## src/rtl/udp_deadlock_report_ctrl_if.sv

```systemverilog
`default_nettype none
// ============================================================================
//  Module      : udp_deadlock_report_ctrl_if
//  Description : Valid/ready report channel carrying the index of a deadlocked
//                dataflow region and the cycle timestamp of its detection.
//  Revision    : 1.0  initial release
// ============================================================================
interface udp_deadlock_report_ctrl_if #(
    parameter int IDX_W = 2,
    parameter int TS_W  = 32
);
    logic              rpt_valid;
    logic              rpt_ready;
    logic [IDX_W-1:0]  rpt_idx;
    logic [TS_W-1:0]   rpt_timestamp;

    // Producer side: the report controller
    modport master (
        output rpt_valid,
        output rpt_idx,
        output rpt_timestamp,
        input  rpt_ready
    );

    // Consumer side: debug / CSR path
    modport slave (
        input  rpt_valid,
        input  rpt_idx,
        input  rpt_timestamp,
        output rpt_ready
    );
endinterface
`default_nettype wire

```

## src/rtl/udp_deadlock_report_ctrl.sv

```systemverilog
`default_nettype none
// ============================================================================
//  Module      : udp_deadlock_report_ctrl
//  Description : Supervises the per-region HLS deadlock monitor flags of the
//                UDP dataflow hierarchy. Each flag must stay high for
//                HOLD_CYCLES consecutive cycles before it is considered a
//                deadlock; deadlocked regions are then reported once each,
//                round-robin, over a single valid/ready channel together with
//                a free-running cycle timestamp.
//  Revision    : 1.0  initial release
// ============================================================================
module udp_deadlock_report_ctrl #(
    parameter int NUM_MON     = 4,
    parameter int HOLD_CYCLES = 256,
    parameter int TS_W        = 32,
    parameter int IDX_W       = 2
) (
    input  wire logic                 clock,
    input  wire logic                 reset,
    input  wire logic                 enable_i,
    input  wire logic [NUM_MON-1:0]   mon_block_i,
    input  wire logic                 clear_sticky_i,
    udp_deadlock_report_ctrl_if.master rpt_if,
    output      logic [15:0]          rpt_count_o,
    output      logic                 any_deadlock_o
);

    // Persistence counters only need to reach HOLD_CYCLES, then saturate.
    localparam int              CNT_W  = $clog2(HOLD_CYCLES + 1);
    localparam logic [CNT_W-1:0] c_HOLD = CNT_W'(HOLD_CYCLES);

    localparam logic [0:0] c_ST_IDLE = 1'b0;
    localparam logic [0:0] c_ST_SEND = 1'b1;

    // ------------------------------------------------------------------------
    // State
    // ------------------------------------------------------------------------
    logic [0:0]                      state_q, state_d;
    logic [TS_W-1:0]                 ts_q, ts_d;
    logic [NUM_MON-1:0][CNT_W-1:0]   cnt_q, cnt_d;
    logic [NUM_MON-1:0]              reported_q, reported_d;
    logic [IDX_W-1:0]                rr_ptr_q, rr_ptr_d;
    logic [IDX_W-1:0]                rpt_idx_q, rpt_idx_d;
    logic [TS_W-1:0]                 rpt_ts_q, rpt_ts_d;
    logic [15:0]                     rpt_count_q, rpt_count_d;

    // ------------------------------------------------------------------------
    // Combinational helpers
    // ------------------------------------------------------------------------
    logic                            accept;
    logic [NUM_MON-1:0]              persistent;
    logic [NUM_MON-1:0]              held_onehot;
    logic [NUM_MON-1:0]              accept_onehot;
    logic [NUM_MON-1:0]              pending;
    logic                            pick_found;
    logic [IDX_W-1:0]                pick_idx;

    assign accept = (state_q == c_ST_SEND) && rpt_if.rpt_ready;

    // Per-region persistence filter: a flag only counts once it has been
    // continuously high for HOLD_CYCLES cycles while supervision is enabled.
    always_comb begin
        cnt_d      = '0;
        persistent = '0;
        for (int i = 0; i < NUM_MON; i++) begin
            if (!enable_i || !mon_block_i[i]) begin
                cnt_d[i] = '0;
            end else if (cnt_q[i] == c_HOLD) begin
                cnt_d[i] = c_HOLD;
            end else begin
                cnt_d[i] = cnt_q[i] + 1'b1;
            end
            persistent[i] = (cnt_q[i] == c_HOLD);
        end
    end

    // One-hot of the region currently being offered, and of the one accepted.
    always_comb begin
        held_onehot = '0;
        if (state_q == c_ST_SEND) begin
            held_onehot[rpt_idx_q] = 1'b1;
        end
        accept_onehot = accept ? held_onehot : '0;
    end

    // Sticky "already reported" bits: re-armed when the flag drops, cleared
    // wholesale by clear_sticky (which wins over a same-cycle accept).
    assign reported_d = (reported_q | accept_onehot)
                        & mon_block_i
                        & ~{NUM_MON{clear_sticky_i}};

    assign pending = persistent & ~reported_q & ~held_onehot;

    // Round-robin pick: first pending region at or after rr_ptr, wrapping.
    // The loop runs from the farthest offset down so the nearest one wins.
    always_comb begin
        int               j;
        logic [IDX_W-1:0] j_idx;
        j          = 0;
        j_idx      = '0;
        pick_found = 1'b0;
        pick_idx   = '0;
        for (int k = NUM_MON - 1; k >= 0; k--) begin
            j     = (int'(rr_ptr_q) + k) % NUM_MON;
            j_idx = IDX_W'(j);
            if (pending[j_idx]) begin
                pick_found = 1'b1;
                pick_idx   = j_idx;
            end
        end
    end

    // Report scheduler: latch a region in IDLE, hold it stable in SEND until
    // the consumer takes it. A report is never withdrawn once offered.
    always_comb begin
        state_d     = state_q;
        rr_ptr_d    = rr_ptr_q;
        rpt_idx_d   = rpt_idx_q;
        rpt_ts_d    = rpt_ts_q;
        rpt_count_d = rpt_count_q;
        ts_d        = ts_q + 1'b1;
        case (state_q)
            c_ST_IDLE: begin
                if (pick_found) begin
                    state_d   = c_ST_SEND;
                    rpt_idx_d = pick_idx;
                    rpt_ts_d  = ts_q;
                end
            end
            c_ST_SEND: begin
                if (accept) begin
                    state_d = c_ST_IDLE;
                    if (rpt_idx_q == IDX_W'(NUM_MON - 1)) begin
                        rr_ptr_d = '0;
                    end else begin
                        rr_ptr_d = rpt_idx_q + 1'b1;
                    end
                    if (rpt_count_q != 16'hFFFF) begin
                        rpt_count_d = rpt_count_q + 16'd1;
                    end
                end
            end
            default: begin
                state_d = c_ST_IDLE;
            end
        endcase
    end

    // Register update with synchronous reset.
    always_ff @(posedge clock) begin
        if (reset) begin
            state_q     <= c_ST_IDLE;
            ts_q        <= '0;
            cnt_q       <= '0;
            reported_q  <= '0;
            rr_ptr_q    <= '0;
            rpt_idx_q   <= '0;
            rpt_ts_q    <= '0;
            rpt_count_q <= '0;
        end else begin
            state_q     <= state_d;
            ts_q        <= ts_d;
            cnt_q       <= cnt_d;
            reported_q  <= reported_d;
            rr_ptr_q    <= rr_ptr_d;
            rpt_idx_q   <= rpt_idx_d;
            rpt_ts_q    <= rpt_ts_d;
            rpt_count_q <= rpt_count_d;
        end
    end

    // ------------------------------------------------------------------------
    // Outputs
    // ------------------------------------------------------------------------
    assign rpt_if.rpt_valid     = (state_q == c_ST_SEND);
    assign rpt_if.rpt_idx       = rpt_idx_q;
    assign rpt_if.rpt_timestamp = rpt_ts_q;
    assign rpt_count_o          = rpt_count_q;
    // Raw view of persistence, independent of what has been reported.
    assign any_deadlock_o       = |persistent;

endmodule
`default_nettype wire

```

## src/flat_wrapper.sv

```systemverilog
// flat-port wrapper written by rule: the top's interface ports become plain ports
module udp_deadlock_report_ctrl_flat 
#(
    parameter int NUM_MON     = 4,
    parameter int HOLD_CYCLES = 256,
    parameter int TS_W        = 32,
    parameter int IDX_W       = 2
)
  (clock, reset, enable_i, mon_block_i, clear_sticky_i, rpt_count_o, any_deadlock_o, rpt_if_rpt_valid, rpt_if_rpt_idx, rpt_if_rpt_timestamp, rpt_if_rpt_ready);
  udp_deadlock_report_ctrl_if #(.IDX_W(IDX_W), .TS_W(TS_W)) rpt_if_i ();
  input  wire logic clock;
  input  wire logic reset;
  input  wire logic enable_i;
  input  wire logic [NUM_MON-1:0] mon_block_i;
  input  wire logic clear_sticky_i;
  output      logic [15:0] rpt_count_o;
  output      logic any_deadlock_o;
  output wire logic [$bits(rpt_if_i.rpt_valid)-1:0] rpt_if_rpt_valid;
  output wire logic [$bits(rpt_if_i.rpt_idx)-1:0] rpt_if_rpt_idx;
  output wire logic [$bits(rpt_if_i.rpt_timestamp)-1:0] rpt_if_rpt_timestamp;
  input wire logic [$bits(rpt_if_i.rpt_ready)-1:0] rpt_if_rpt_ready;
  assign rpt_if_rpt_valid = rpt_if_i.rpt_valid;
  assign rpt_if_rpt_idx = rpt_if_i.rpt_idx;
  assign rpt_if_rpt_timestamp = rpt_if_i.rpt_timestamp;
  assign rpt_if_i.rpt_ready = rpt_if_rpt_ready;
  udp_deadlock_report_ctrl #(.NUM_MON(NUM_MON), .HOLD_CYCLES(HOLD_CYCLES), .TS_W(TS_W), .IDX_W(IDX_W)) u_core (.clock(clock), .reset(reset), .enable_i(enable_i), .mon_block_i(mon_block_i), .clear_sticky_i(clear_sticky_i), .rpt_if(rpt_if_i), .rpt_count_o(rpt_count_o), .any_deadlock_o(any_deadlock_o));
endmodule
```

## config.mk

```make
export PLATFORM = sky130hd
export DESIGN_NAME = udp_deadlock_report_ctrl_flat
export DESIGN_NICKNAME = d
export VERILOG_FILES = /design/src/rtl/udp_deadlock_report_ctrl_if.sv /design/src/rtl/udp_deadlock_report_ctrl.sv /design/src/flat_wrapper.sv
export SDC_FILE = /design/constraint.sdc
export NUM_CORES = 1
export LEC_CHECK = 0
export CORE_AREA = 2 2 157 128
export CTS_BUF_LIST = sky130_fd_sc_hd__clkbuf_16
export CTS_CLUSTER_DIAMETER = 200
export DETAILED_ROUTE_END_ITERATION = 16
export DIE_AREA = 0 0 159 130
export SKIP_CTS_REPAIR_TIMING = 1
export SLEW_MARGIN = 10
export SYNTH_ARGS = -nofsm -noshare
export SYNTH_HDL_FRONTEND = slang
export SYNTH_SLANG_ARGS = --single-unit
```

## constraint.sdc

```tcl
create_clock -name clock -period 4.4 [get_ports clock]
set_input_delay 0.44 -clock clock [delete_from_list [all_inputs] [get_ports clock]]
set_output_delay 0.44 -clock clock [all_outputs]
set_load 0.02 [all_outputs]
```

======== Yosys cells after proc, flatten, opt, wreduce, memory -nomap -nowiden ========
Cells that the tools add are included.
word-level totals
  register bits after elaboration ......... 125
  bits of input ports ..................... 9
cells by class
  $add $sub $neg .......................... 10
  muxes and demuxes ....................... 28
  bitwise gates (word level) .............. 9
  reductions and logical operators ........ 23
  order comparisons ....................... 6
  eq/ne operators ......................... 6
operators with widths
  operator                                             count
  adder 9 x 1 -> 9 bit (second input constant)         4
  equality test 9 bit (second input constant)          4
  two-way mux 9 bit                                    4
  adder 32 x 1 -> 32 bit (second input constant)       1
  adder 16 x 1 -> 16 bit (second input constant)       1
  bitwise AND 4 bit                                    4
  inequality test 16 bit (second input constant)       1
  < comparator 2 x 3 -> 1 bit (second input constant)  5
  NOT 4 bit                                            3
  OR reduction 3 bit                                   4
  two-way mux 1 bit                                    11
  two-way mux 2 bit                                    5
  binary-select mux 1 bit (select 2 bit)               4
  two-way mux 4 bit                                    2
  OR reduction 2 bit                                   4
  zero test 1 bit                                      5
  adder 2 x 1 -> 2 bit (second input constant)         2
  adder 2 bit (second input constant)                  2
  logical OR 1 bit                                     4
  OR 4 bit                                             1
  AND reduction 2 bit                                  2
  OR reduction 4 bit                                   1
  AND reduction 3 bit                                  1
  demux 1 bit (select 2 bit)                           1
  other kinds (5)                                      6

======== Logic depth before layout (Yosys ltp) ========
Gate-level depths: netlist of the first run.
  depth after elaboration ................. 15
  mapped depth ............................ 8

======== Worst setup path before layout of the first run ========
No wires, ideal clock.
  kind .................................... register to register
  start ................................... reg u_core.ts_q[10]
  end ..................................... reg u_core.ts_q[31]
  data required time ...................... 4,279 ps
  setup time .............................. 121 ps
  stages on the path, launching flop included .. 7
  arrival ................................. 1,904 ps
  path slack .............................. 2,376 ps
  buffers on the path ..................... 1
  period minus slack after synthesis ...... 2,024 ps
  cells stage by stage .................... dfxtp_1 nand3_2 or3_1 buf_2 or3_1 nor4_1 mux2_2
on the way
  longest elaborated chain between the ends .. 1
RTL lines
  what                    RTL line                         source
  from (decl)             udp_deadlock_report_ctrl.sv:39   logic [TS_W-1:0] ts_q, ts_d;
  from (signal assigned)  udp_deadlock_report_ctrl.sv:162  ts_q <= ts_d;
  adder 32 x 1 -> 32 bit  udp_deadlock_report_ctrl.sv:121  ts_d = ts_q + 1'b1;
No other way between the ends.
A chain may end at the register's enable or synchronous reset.

======== Worst setup path in the final report of the first run ========
  start ................................... reg u_core.cnt_q[0] (netlist bit)
  end ..................................... out any_deadlock_o
on the way
  longest elaborated chain between the ends .. 2
RTL lines
  what                    RTL line                         source
  from (decl)             udp_deadlock_report_ctrl.sv:40   logic [NUM_MON-1:0][CNT_W-1:0] cnt_q, cnt_d;
  from (signal assigned)  udp_deadlock_report_ctrl.sv:163  cnt_q <= cnt_d;
  equality test 9 bit     udp_deadlock_report_ctrl.sv:73   persistent[i] = (cnt_q[i] == c_HOLD);
  OR reduction 4 bit      udp_deadlock_report_ctrl.sv:180  assign any_deadlock_o = |persistent;
  to (decl)               flat_wrapper.sv:17               output logic any_deadlock_o;
No other way between the ends.

==> results.sh, run 1 <==
export IMPL_ys_seq_area_share_pct=47.3
export IMPL_setup_viol=0
export IMPL_yosysWarnings=0
export IMPL_core_area_um2=19300
export IMPL_detail_route_wl_per_cell_um=12.2
export IMPL_synth_nets=651
export IMPL_worst_pin_slew_ns=1.15
export IMPL_clk_pin_slew_ns=0.05
export IMPL_crit_chain="inv_1, ha_1, nor4bb_1, nand2_1, nand4_1, clkdlybuf4s50_1"
export IMPL_synthMuxAreaShare_pct=1.02
export IMPL_path_depth=6
export IMPL_dpl_cell_area_um2=6160
export IMPL_worstReg2RegEnd="u_core.ts_q[31]$_SDFF_PP0_"
export IMPL_yosys_cell_types_count=37
export IMPL_hold_path_class="reg -> reg"
export IMPL_start_kind="flip-flop"
export IMPL_drc_errors=0
export IMPL_crit_path_start="u_core.cnt_q[0]$_SDFF_PP0_"
export IMPL_rsz0062_at_grt="false"
export IMPL_synth_edff_count=0
export IMPL_gp_congestion=0.779
export IMPL_slew_violations=0
export IMPL_skew_ns=0.00780
export IMPL_max_vdd_ir_drop_mv=0.233
export IMPL_endpoint_kind="output port"
export IMPL_status="completed"
export IMPL_drive_above_1_share_pct=5.87
export IMPL_seqPwrFrac_pct=43.5
export IMPL_grt_usage_pct=11.8
export IMPL_grt_antenna_before_repair=0
export IMPL_syn_inst=628
export IMPL_chipWidth_um=159
export IMPL_crit_type="reg -> out"
export IMPL_nets=709
export IMPL_grt_max_degree=49
export IMPL_slew_headroom_pct=23.1
export IMPL_fin_tns_setup_ns=0
export IMPL_power_density_cell_area_nw_per_um2=388
export IMPL_cp_top_family="simple AND/OR/NAND/NOR gates"
export IMPL_initial_core_util_pct=27.4
export IMPL_power_w=0.00262
export IMPL_routed_via_count=4335
export IMPL_mostFrequentLayoutCell="dfxtp_1"
export IMPL_root_buffer="clkbuf_16"
export IMPL_hold_viol=0
export IMPL_cts_made_buffers=17
export IMPL_grt_pass1_vias=4040
export IMPL_io_pin_count=61
export IMPL_combPwrFrac_pct=1.6
export IMPL_final_cell_mix="dfxtp_1 (125), nand2_1 (97), nor2_1 (75)"
export IMPL_ys_ff_latch=125
export IMPL_cts_tree="yes"
export IMPL_antenna_cells=0
export IMPL_synth_xor_area_share_pct=9.60
export IMPL_drt_initial_drc_count=235
export IMPL_power_frac_clock_pct=54.9
export IMPL_die_h_um=130
export IMPL_syn_area_per_cell_um2=8.43
export IMPL_r2r_slack_ns=1.86
export IMPL_synthFlopType="dfxtp_1"
export IMPL_cts_sinks=125
export IMPL_drtAntennaViolNets=0
export IMPL_post_route_period_util_pct=62.2
export IMPL_leakage_nw=2.24
export IMPL_crit_path_max_fanout=6
export IMPL_drv_cap=0
export IMPL_sw_frac_of_total_pct=20.5
export IMPL_crit_path_end="any_deadlock_o"
export IMPL_synth_top_family_by_area="simple AND/OR/NAND/NOR gates"
export IMPL_synth_compound_area_share_pct=7.99
export IMPL_r2r_start="u_core.ts_q[4]$_SDFF_PP0_"
export IMPL_synthSimpleGateAreaFrac_pct=27.3
export IMPL_fin_crit_ns=2.74
export IMPL_syn_to_final_growth_pct=27.8
export IMPL_design_area_um2=6760
export IMPL_p_sw_w=0.000537
export IMPL_grt_pass1_wl_um=19700
export IMPL_synthAdderAreaFrac_pct=3.31
export IMPL_drt_pass1_iter_count=4
export IMPL_arrival_ns=2.30
export IMPL_routed_wl_um=11800
export IMPL_fin_hold_ws_ns=0.454
export IMPL_syn_area_um2=5290
export IMPL_dieArea_um2=20700
export IMPL_clock_fmax_mhz=365
export IMPL_rows=46
export IMPL_clk_latency_ns=0.41
export IMPL_cp_required_ns=3.96
export IMPL_cts_buffer_depth=2
export IMPL_drt_vias_per_instance=4.50
export IMPL_cp_buffers_inverters=2
export IMPL_crit_path_top_delay_cell="clkdlybuf4s50_1"
export IMPL_cp_slowest_stage_delay_ns=0.62
export IMPL_overflow=0
export IMPL_reg2regPathDepth=5
export IMPL_p_int_w=0.00209
export IMPL_async_reset_ff_share_pct=0
export IMPL_cts_max_level=4
export IMPL_dp_final_hpwl_um=7890
export IMPL_port_buffers=60
cell families after synthesis:
family | after synthesis
multiplexers | 5
AND/OR/NAND/NOR | 301
XOR/XNOR | 58
buffers and inverters | 48
adder cells (fa/ha/maj) | 14
AO/OA/AOI/OAI | 77
flip-flops | 125
tightest hold or removal path: cells and delay by family, from the launching register on:
family	cells	cell delay (ns)
compound gates	1	0.05
flops	1	0.30
simple gates	1	0.05
layout make-up:
| type | instances | area [µm²] |
|---|---|---|
| Timing Repair Buffer | 64 | 626 |
| Multi-Input combinational cell | 455 | 2610 |
| Tap cell | 264 | 330 |
| Clock buffer | 17 | 425 |
| Inverter | 23 | 86.3 |
| Fill cell | 2005 | 12600 |
| Clock inverter | 15 | 181 |
| Sequential cell | 125 | 2500 |
routing by layer:
layer / global-route usage [%] / share of wire (%) / vias up
met4: 5.67 / 1.2 / 0
met2: 17.4 / 42 / 63
met3: 3.15 / 3.4 / 9
met1: 16.1 / 53 / 2012
li1: - / - / 2251
met5: 0 / 0 / -
power groups by stage:
stage	clock [W]	combinational, W	sequential, W
after CTS	0.00148	0.0000423	0.00114
final	0.00144	0.0000416	0.00114
after detailed placement	0	0.0000422	0.00117
after global routing	0.00153	0.0000473	0.00114
after floorplan	0	0.0000245	0.00116
after global placement	0	0.0000424	0.00117
how the worst min path moves through the flow:
stage | startpoint | to | slack [ns] | cells past startpoint
2_1_floorplan | u_core.ts_q[0]$_SDFF_PP0_ | u_core.ts_q[0]$_SDFF_PP0_ | 0.43 | 1
3_3_place_gp | u_core.rpt_if.rpt_timestamp[25]$_SDFFE_PP0P_ | u_core.rpt_if.rpt_timestamp[25]$_SDFFE_PP0P_ | 0.44 | 2
3_5_place_dp | u_core.rpt_if.rpt_timestamp[0]$_SDFFE_PP0P_ | u_core.rpt_if.rpt_timestamp[0]$_SDFFE_PP0P_ | 0.45 | 2
4_1_cts | u_core.rpt_if.rpt_timestamp[1]$_SDFFE_PP0P_ | u_core.rpt_if.rpt_timestamp[1]$_SDFFE_PP0P_ | 0.46 | 2
5_1_grt | u_core.rpt_if.rpt_timestamp[7]$_SDFFE_PP0P_ | u_core.rpt_if.rpt_timestamp[7]$_SDFFE_PP0P_ | 0.47 | 2
6_report | u_core.rpt_if.rpt_timestamp[1]$_SDFFE_PP0P_ | u_core.rpt_if.rpt_timestamp[1]$_SDFFE_PP0P_ | 0.45 | 2
synth_stat cells (all sizes together), types with 2 or more instances:
cell type / n / area, µm²
mux2: 3 / 33.8
nand4: 16 / 100
nor4: 12 / 75.1
o21ai: 9 / 45.0
nand3: 33 / 170
nand2: 97 / 364
and3: 10 / 62.6
ha: 14 / 175
nor3: 16 / 80.1
a32o: 2 / 20.0
buf: 6 / 28.8
xor2: 27 / 236
xnor2: 31 / 272
nor4b: 9 / 78.8
a31oi: 4 / 25.0
and2: 6 / 37.5
mux2i: 2 / 20.0
clkbuf: 19 / 71.3
and4: 5 / 43.8
or3: 11 / 68.8
nor2: 75 / 282
nor2b: 5 / 31.3
dfxtp: 125 / 2500
nor3b: 2 / 15.0
a21oi: 55 / 275
a211oi: 3 / 22.5
inv: 23 / 86.3
state kept, by name, summed over array words and instances, names as in the netlist:
register                     count
u_core.cnt_q                    36
u_core.reported_q                4
u_core.rpt_count_o              16
u_core.rpt_if.rpt_idx            2
u_core.rpt_if.rpt_timestamp     32
u_core.rpt_if.rpt_valid          1
u_core.rr_ptr_q                  2
u_core.ts_q                     32
metrics by stage:
stage | setup WS [ns] | cells | utilization [%]
floorplan | 2.38 | 628 | -
global placement | 1.83 | 931 | 31.8
detailed placement | 1.83 | 931 | 31.8
CTS | 1.61 | 963 | 35.0
global route | 1.48 | 963 | 35.0
finish | 1.66 | 963 | 35.0
(Power assumes the default switching activity.)
==> run 2: changes to the inputs <==
==> constraint.sdc (replaced) <==
create_clock -name clock -period 2.53 [get_ports clock]
set_input_delay 0.253 -clock clock [delete_from_list [all_inputs] [get_ports clock]]
set_output_delay 0.253 -clock clock [all_outputs]
set_load 0.02 [all_outputs]
==> run 2 against run 1 <==
Net effect: first-iteration DRC count is 1.7% lower; register-to-register slack worse by 1.5 ns; critical path depth down 1; largest cell class unchanged; routed wire length down 0.78%; critical path type is now reg -> reg; sequential power rose by 74%.
==> results.sh, run 2 (synthesized netlist as in run 1, its figures left out) <==
export IMPL_antenna_cells=0
export IMPL_cts_buffer_depth=2
export IMPL_crit_path_start="u_core.ts_q[10]$_SDFF_PP0_"
export IMPL_start_kind="flip-flop"
export IMPL_hold_path_class="in -> reg"
export IMPL_syn_to_final_growth_pct=29.3
export IMPL_mostFrequentLayoutCell="dfxtp_1"
export IMPL_top_layer="met4"
export IMPL_drt_initial_drc_count=231
export IMPL_m1WireLength_um=6270
export IMPL_core_area_um2=19300
export IMPL_crit_path_max_fanout=9
export IMPL_met2_length_um=4760
export IMPL_routed_via_count=4324
export IMPL_routed_wl_met3_um=412
export IMPL_post_route_period_util_pct=86.5
export IMPL_drt_vias_per_instance=4.46
export IMPL_crit_type="reg -> reg"
export IMPL_r2r_start="u_core.ts_q[10]$_SDFF_PP0_"
export IMPL_max_vdd_ir_drop_mv=0.401
export IMPL_fin_util_pct=35.4
export IMPL_slew_violations=0
export IMPL_largest_reg_flops=36
export IMPL_grt_pass1_vias=4020
export IMPL_status="completed"
export IMPL_reg2regPathDepth=5
export IMPL_skew_ns=0.00974
export IMPL_slew_headroom_pct=59.9
export IMPL_gp_congestion=0.767
export IMPL_setup_viol=0
export IMPL_cts_sinks=125
export IMPL_rsz0062_at_grt="false"
export IMPL_power_density_cell_area_nw_per_um2=653
export IMPL_drv_cap=0
export IMPL_power_w=0.00447
export IMPL_endpoint_kind="flip-flop"
export IMPL_nets=715
export IMPL_cp_required_ns=2.85
export IMPL_clock_fmax_mhz=457
export IMPL_p_int_w=0.00347
export IMPL_drtAntennaViolNets=0
export IMPL_drive_above_1_share_pct=7.23
export IMPL_combPwrFrac_pct=1.7
export IMPL_hold_viol=0
export IMPL_cts_made_buffers=17
export IMPL_top_register="u_core.cnt_q"
export IMPL_port_buffers=60
export IMPL_dp_final_hpwl_um=7780
export IMPL_seqPwrFrac_pct=44.4
export IMPL_overflow=0
export IMPL_p_sw_w=0.00101
export IMPL_drt_pass1_iter_count=4
export IMPL_io_pin_count=61
export IMPL_final_cell_mix="dfxtp_1 (125), nand2_1 (97), nor2_1 (75)"
export IMPL_leakage_nw=2.28
export IMPL_sw_frac_of_total_pct=22.5
export IMPL_clk_latency_ns=0.43
export IMPL_grt_usage_pct=11.9
export IMPL_arrival_ns=2.50
export IMPL_dpl_cell_count=937
export IMPL_cts_tree="yes"
export IMPL_clk_pin_slew_ns=0.06
export IMPL_detail_route_wl_per_cell_um=12.0
export IMPL_chipWidth_um=159
export IMPL_dieArea_um2=20700
export IMPL_fin_crit_ns=2.19
export IMPL_final_cells=969
export IMPL_hp_start="reset"
export IMPL_fin_tns_setup_ns=0
export IMPL_grt_max_degree=93
export IMPL_worst_pin_slew_ns=0.601
export IMPL_initial_core_util_pct=27.4
export IMPL_drc_errors=0
export IMPL_grt_antenna_before_repair=0
export IMPL_cts_max_level=4
export IMPL_hold_depth=4
export IMPL_root_buffer="clkbuf_16"
export IMPL_routed_wl_um=11700
export IMPL_power_frac_clock_pct=54.0
export IMPL_grt_pass1_wl_um=19800
export IMPL_rows=46
export IMPL_die_h_um=130
[run 2: changes by cell type in the layout (fill, tap and decap cells not counted)]
| cell | delta |
|---|---|
| clkinv_2 | -5 |
| inv_6 | +5 |
| buf_4 | +4 |
| clkinv_4 | +3 |
| inv_1 | -3 |
| buf_12 | +2 |
| bufinv_16 | -2 |
| clkinv_1 | +2 |
| nor4b_1 | -2 |
| nor4b_2 | +2 |
| clkdlybuf4s50_1 | -1 |
| dlymetal6s2s_1 | +1 |
| nor4bb_1 | -1 |
| nor4bb_4 | +1 |
[run 2: final timing paths]
kind                                                 end  slack, ns
max                           u_core.ts_q[31]$_SDFF_PP0_       0.34
min                          u_core.cnt_q[35]$_SDFF_PP0_       0.33
max reg2reg                   u_core.ts_q[31]$_SDFF_PP0_       0.34
min reg2reg  u_core.rpt_if.rpt_timestamp[6]$_SDFFE_PP0P_       0.45
[run 2: per-stage QoR]
stage | setup slack [ns] | cell area [µm²] | hold WS, ns
2_1_floorplan | 0.506 | 5290 | 0.330
3_3_place_gp | 0.405 | 6230 | 0.442
3_5_place_dp | 0.350 | 6230 | 0.448
4_1_cts | -0.0416 | 6820 | 0.302
5_1_grt | 0.177 | 6850 | 0.331
6_report | 0.342 | 6850 | 0.325
[run 2: worst max-delay path, cell delays in order, from the launching register on]
cell     delay (ns)
dfxtp_1        0.40
nand3_2        0.13
or3_1          0.46
or3_1          0.43
nor4_1         0.29
mux2_2         0.36
[run 2: metal layers]
| layer | vias to the layer above | global-route usage, % |
|---|---|---|
| met1 | 1981 | 16.6 |
| met5 | - | 0 |
| met3 | 16 | 3.69 |
| li1 | 2266 | - |
| met2 | 61 | 16.7 |
| met4 | 0 | 5.45 |
[run 2: power by group through the flow]
stage | Combinational (W) | Clock, W | Sequential [W]
global placement | 0.0000753 | 0 | 0.00203
floorplan | 0.0000426 | 0 | 0.00203
global route | 0.0000846 | 0.00257 | 0.00199
CTS | 0.0000754 | 0.00248 | 0.00198
finish | 0.0000740 | 0.00241 | 0.00198
detailed placement | 0.0000750 | 0 | 0.00203
[run 2: final cells by class]
type                    count  area [µm²]
clock buffers              17         425
clock inverters            15         163
fillers                  1989       12500
inverters                  23        86.3
multi-input cells         455        2640
flip-flops and latches    125        2500
well taps                 264         330
repair buffers             70         698
==> run 3: changes to the inputs <==
--- a/config.mk
+++ b/config.mk
@@ -5,11 +5,11 @@
 export SDC_FILE = /design/constraint.sdc
 export NUM_CORES = 1
 export LEC_CHECK = 0
-export CORE_AREA = 2 2 157 128
+export CORE_AREA = 3 3 158 129
 export CTS_BUF_LIST = sky130_fd_sc_hd__clkbuf_16
 export CTS_CLUSTER_DIAMETER = 200
 export DETAILED_ROUTE_END_ITERATION = 16
-export DIE_AREA = 0 0 159 130
+export DIE_AREA = 0 0 161 132
 export SKIP_CTS_REPAIR_TIMING = 1
 export SLEW_MARGIN = 10
 export SYNTH_ARGS = -nofsm -noshare
==> run 3 against run 2 <==
Net effect: fmax is 1.2% lower; global-route usage is 0.56 points lower; largest power group unchanged; core utilization is 0.61 points higher; critical endpoint unchanged; sequential cell count stayed put; die area is 2.8% higher; combinational power is 3.2% higher; routed wire length is 1.7% higher.
==> results.sh, run 3 (synthesized netlist as in run 1, its figures left out) <==
export IMPL_cts_made_buffers=17
export IMPL_drc_errors=0
export IMPL_initial_core_util_pct=28.0
export IMPL_cp_buffers_inverters=0
export IMPL_crit_path_max_fanout=9
export IMPL_gp_congestion=0.755
export IMPL_fin_crit_ns=2.21
export IMPL_start_kind="flip-flop"
export IMPL_setup_viol=0
export IMPL_final_cells=963
export IMPL_hold_viol=0
export IMPL_io_pin_count=61
export IMPL_post_route_period_util_pct=87.5
export IMPL_clk_pin_slew_ns=0.06
export IMPL_skew_ns=0.00802
export IMPL_cts_buffer_depth=2
export IMPL_top_register="u_core.cnt_q"
export IMPL_routed_wl_um=11900
export IMPL_grt_max_degree=93
export IMPL_fin_hold_ws_ns=0.341
export IMPL_place_ws_ns=0.318
export IMPL_combPwrFrac_pct=1.7
export IMPL_endpoint_kind="flip-flop"
export IMPL_dpl_cell_count=931
export IMPL_cts_max_level=4
export IMPL_port_buffers=60
export IMPL_arrival_ns=2.52
export IMPL_cts_tree="yes"
export IMPL_cp_required_ns=2.83
export IMPL_seqPwrFrac_pct=45.4
export IMPL_drt_vias_per_instance=4.52
export IMPL_sw_frac_of_total_pct=23.0
export IMPL_crit_type="reg -> reg"
export IMPL_power_frac_clock_pct=52.8
export IMPL_crit_path_top_delay_cell="or3_1"
export IMPL_chipWidth_um=161
export IMPL_nets=715
export IMPL_grt_pass1_vias=3994
export IMPL_cp_common_cell="or3_1"
export IMPL_grt_pass1_wl_um=19800
export IMPL_drive_above_1_share_pct=7.38
export IMPL_largest_reg_flops=36
export IMPL_cp_slowest_stage_delay_ns=0.46
export IMPL_final_cell_mix="dfxtp_1 (125), nand2_1 (97), nor2_1 (75)"
export IMPL_clock_fmax_mhz=452
export IMPL_antenna_cells=0
export IMPL_drt_initial_drc_count=275
export IMPL_rsz0062_at_grt="false"
export IMPL_drt_pass1_iter_count=4
export IMPL_dieArea_um2=21300
export IMPL_clk_latency_ns=0.42
export IMPL_worst_pin_slew_ns=0.597
export IMPL_power_density_cell_area_nw_per_um2=641
export IMPL_p_int_w=0.00337
export IMPL_crit_chain="nand3_2, or3_1, or3_1, nor4_1, mux2_2"
export IMPL_slew_headroom_pct=59.9
export IMPL_core_area_um2=18900
export IMPL_hold_path_class="in -> reg"
export IMPL_die_h_um=132
export IMPL_mostFrequentLayoutCell="dfxtp_1"
export IMPL_drv_cap=0
export IMPL_root_buffer="clkbuf_16"
export IMPL_status="completed"
export IMPL_overflow=0
export IMPL_cp_top_family="simple AND/OR/NAND/NOR gates"
export IMPL_drtAntennaViolNets=0
export IMPL_leakage_nw=2.27
export IMPL_grt_usage_pct=11.3
export IMPL_syn_to_final_growth_pct=28.7
export IMPL_design_area_um2=6810
export IMPL_routed_via_count=4353
export IMPL_rows=45
export IMPL_dpl_cell_area_um2=6220
export IMPL_cts_sinks=125
export IMPL_dp_final_hpwl_um=7860
export IMPL_max_vdd_ir_drop_mv=0.350
export IMPL_slew_violations=0
export IMPL_detail_route_wl_per_cell_um=12.3
export IMPL_grt_antenna_before_repair=0
export IMPL_p_sw_w=0.00100
export IMPL_setup_slack_ns=0.316
==> run 3: routing by layer <==
layer / up-vias / GRT usage [%] / part of all wire [%]
li1: 2268 / - / -
met1: 2008 / 16.0 / 54
met2: 66 / 16.0 / 41
met3: 11 / 4.18 / 4.0
met4: 0 / 3.68 / 1.1
met5: - / 0 / 0
==> run 3: through the flow <==
step / util [%] / setup TNS (ns) / power (W)
floorplan: - / 0 / 0.00207
global placement: 32.9 / 0 / 0.00210
detailed placement: 32.9 / 0 / 0.00210
CTS: 35.8 / -0.0609 / 0.00444
global route: 36.0 / 0 / 0.00454
finish: 36.0 / 0 / 0.00437
==> run 3: power groups by stage <==
stage	clock network (W)	registers [W]	logic (W)
after floorplan	0	0.00203	0.0000426
after global placement	0	0.00203	0.0000767
after detailed placement	0	0.00203	0.0000770
after CTS	0.00238	0.00198	0.0000775
after global routing	0.00246	0.00198	0.0000874
final	0.00231	0.00198	0.0000764
==> run 3: worst reg2reg max path, delay by kind of cell (launching register included) <==
kind | cells | cell delay [ns]
simple gates | 4 | 1.34
flops | 1 | 0.40
mux | 1 | 0.36
==> run 3: area by class of cell <==
class	count	area, µm²
fillers	1976	12100
multi-input cells	455	2640
flip-flops and latches	125	2500
repair buffers	70	698
clock buffers	17	425
well taps	258	323
clock inverters	15	136
inverters	23	86.3
==> run 3: worst paths after layout <==
path | startpoint | to | slack, ns | cells after the start
max reg2reg | u_core.ts_q[10]$_SDFF_PP0_ | u_core.ts_q[31]$_SDFF_PP0_ | 0.32 | 5
min reg2reg | u_core.rpt_if.rpt_timestamp[18]$_SDFFE_PP0P_ | u_core.rpt_if.rpt_timestamp[18]$_SDFFE_PP0P_ | 0.45 | 2
max | u_core.ts_q[10]$_SDFF_PP0_ | u_core.ts_q[31]$_SDFF_PP0_ | 0.32 | 5
min | reset | u_core.ts_q[21]$_SDFF_PP0_ | 0.34 | 3
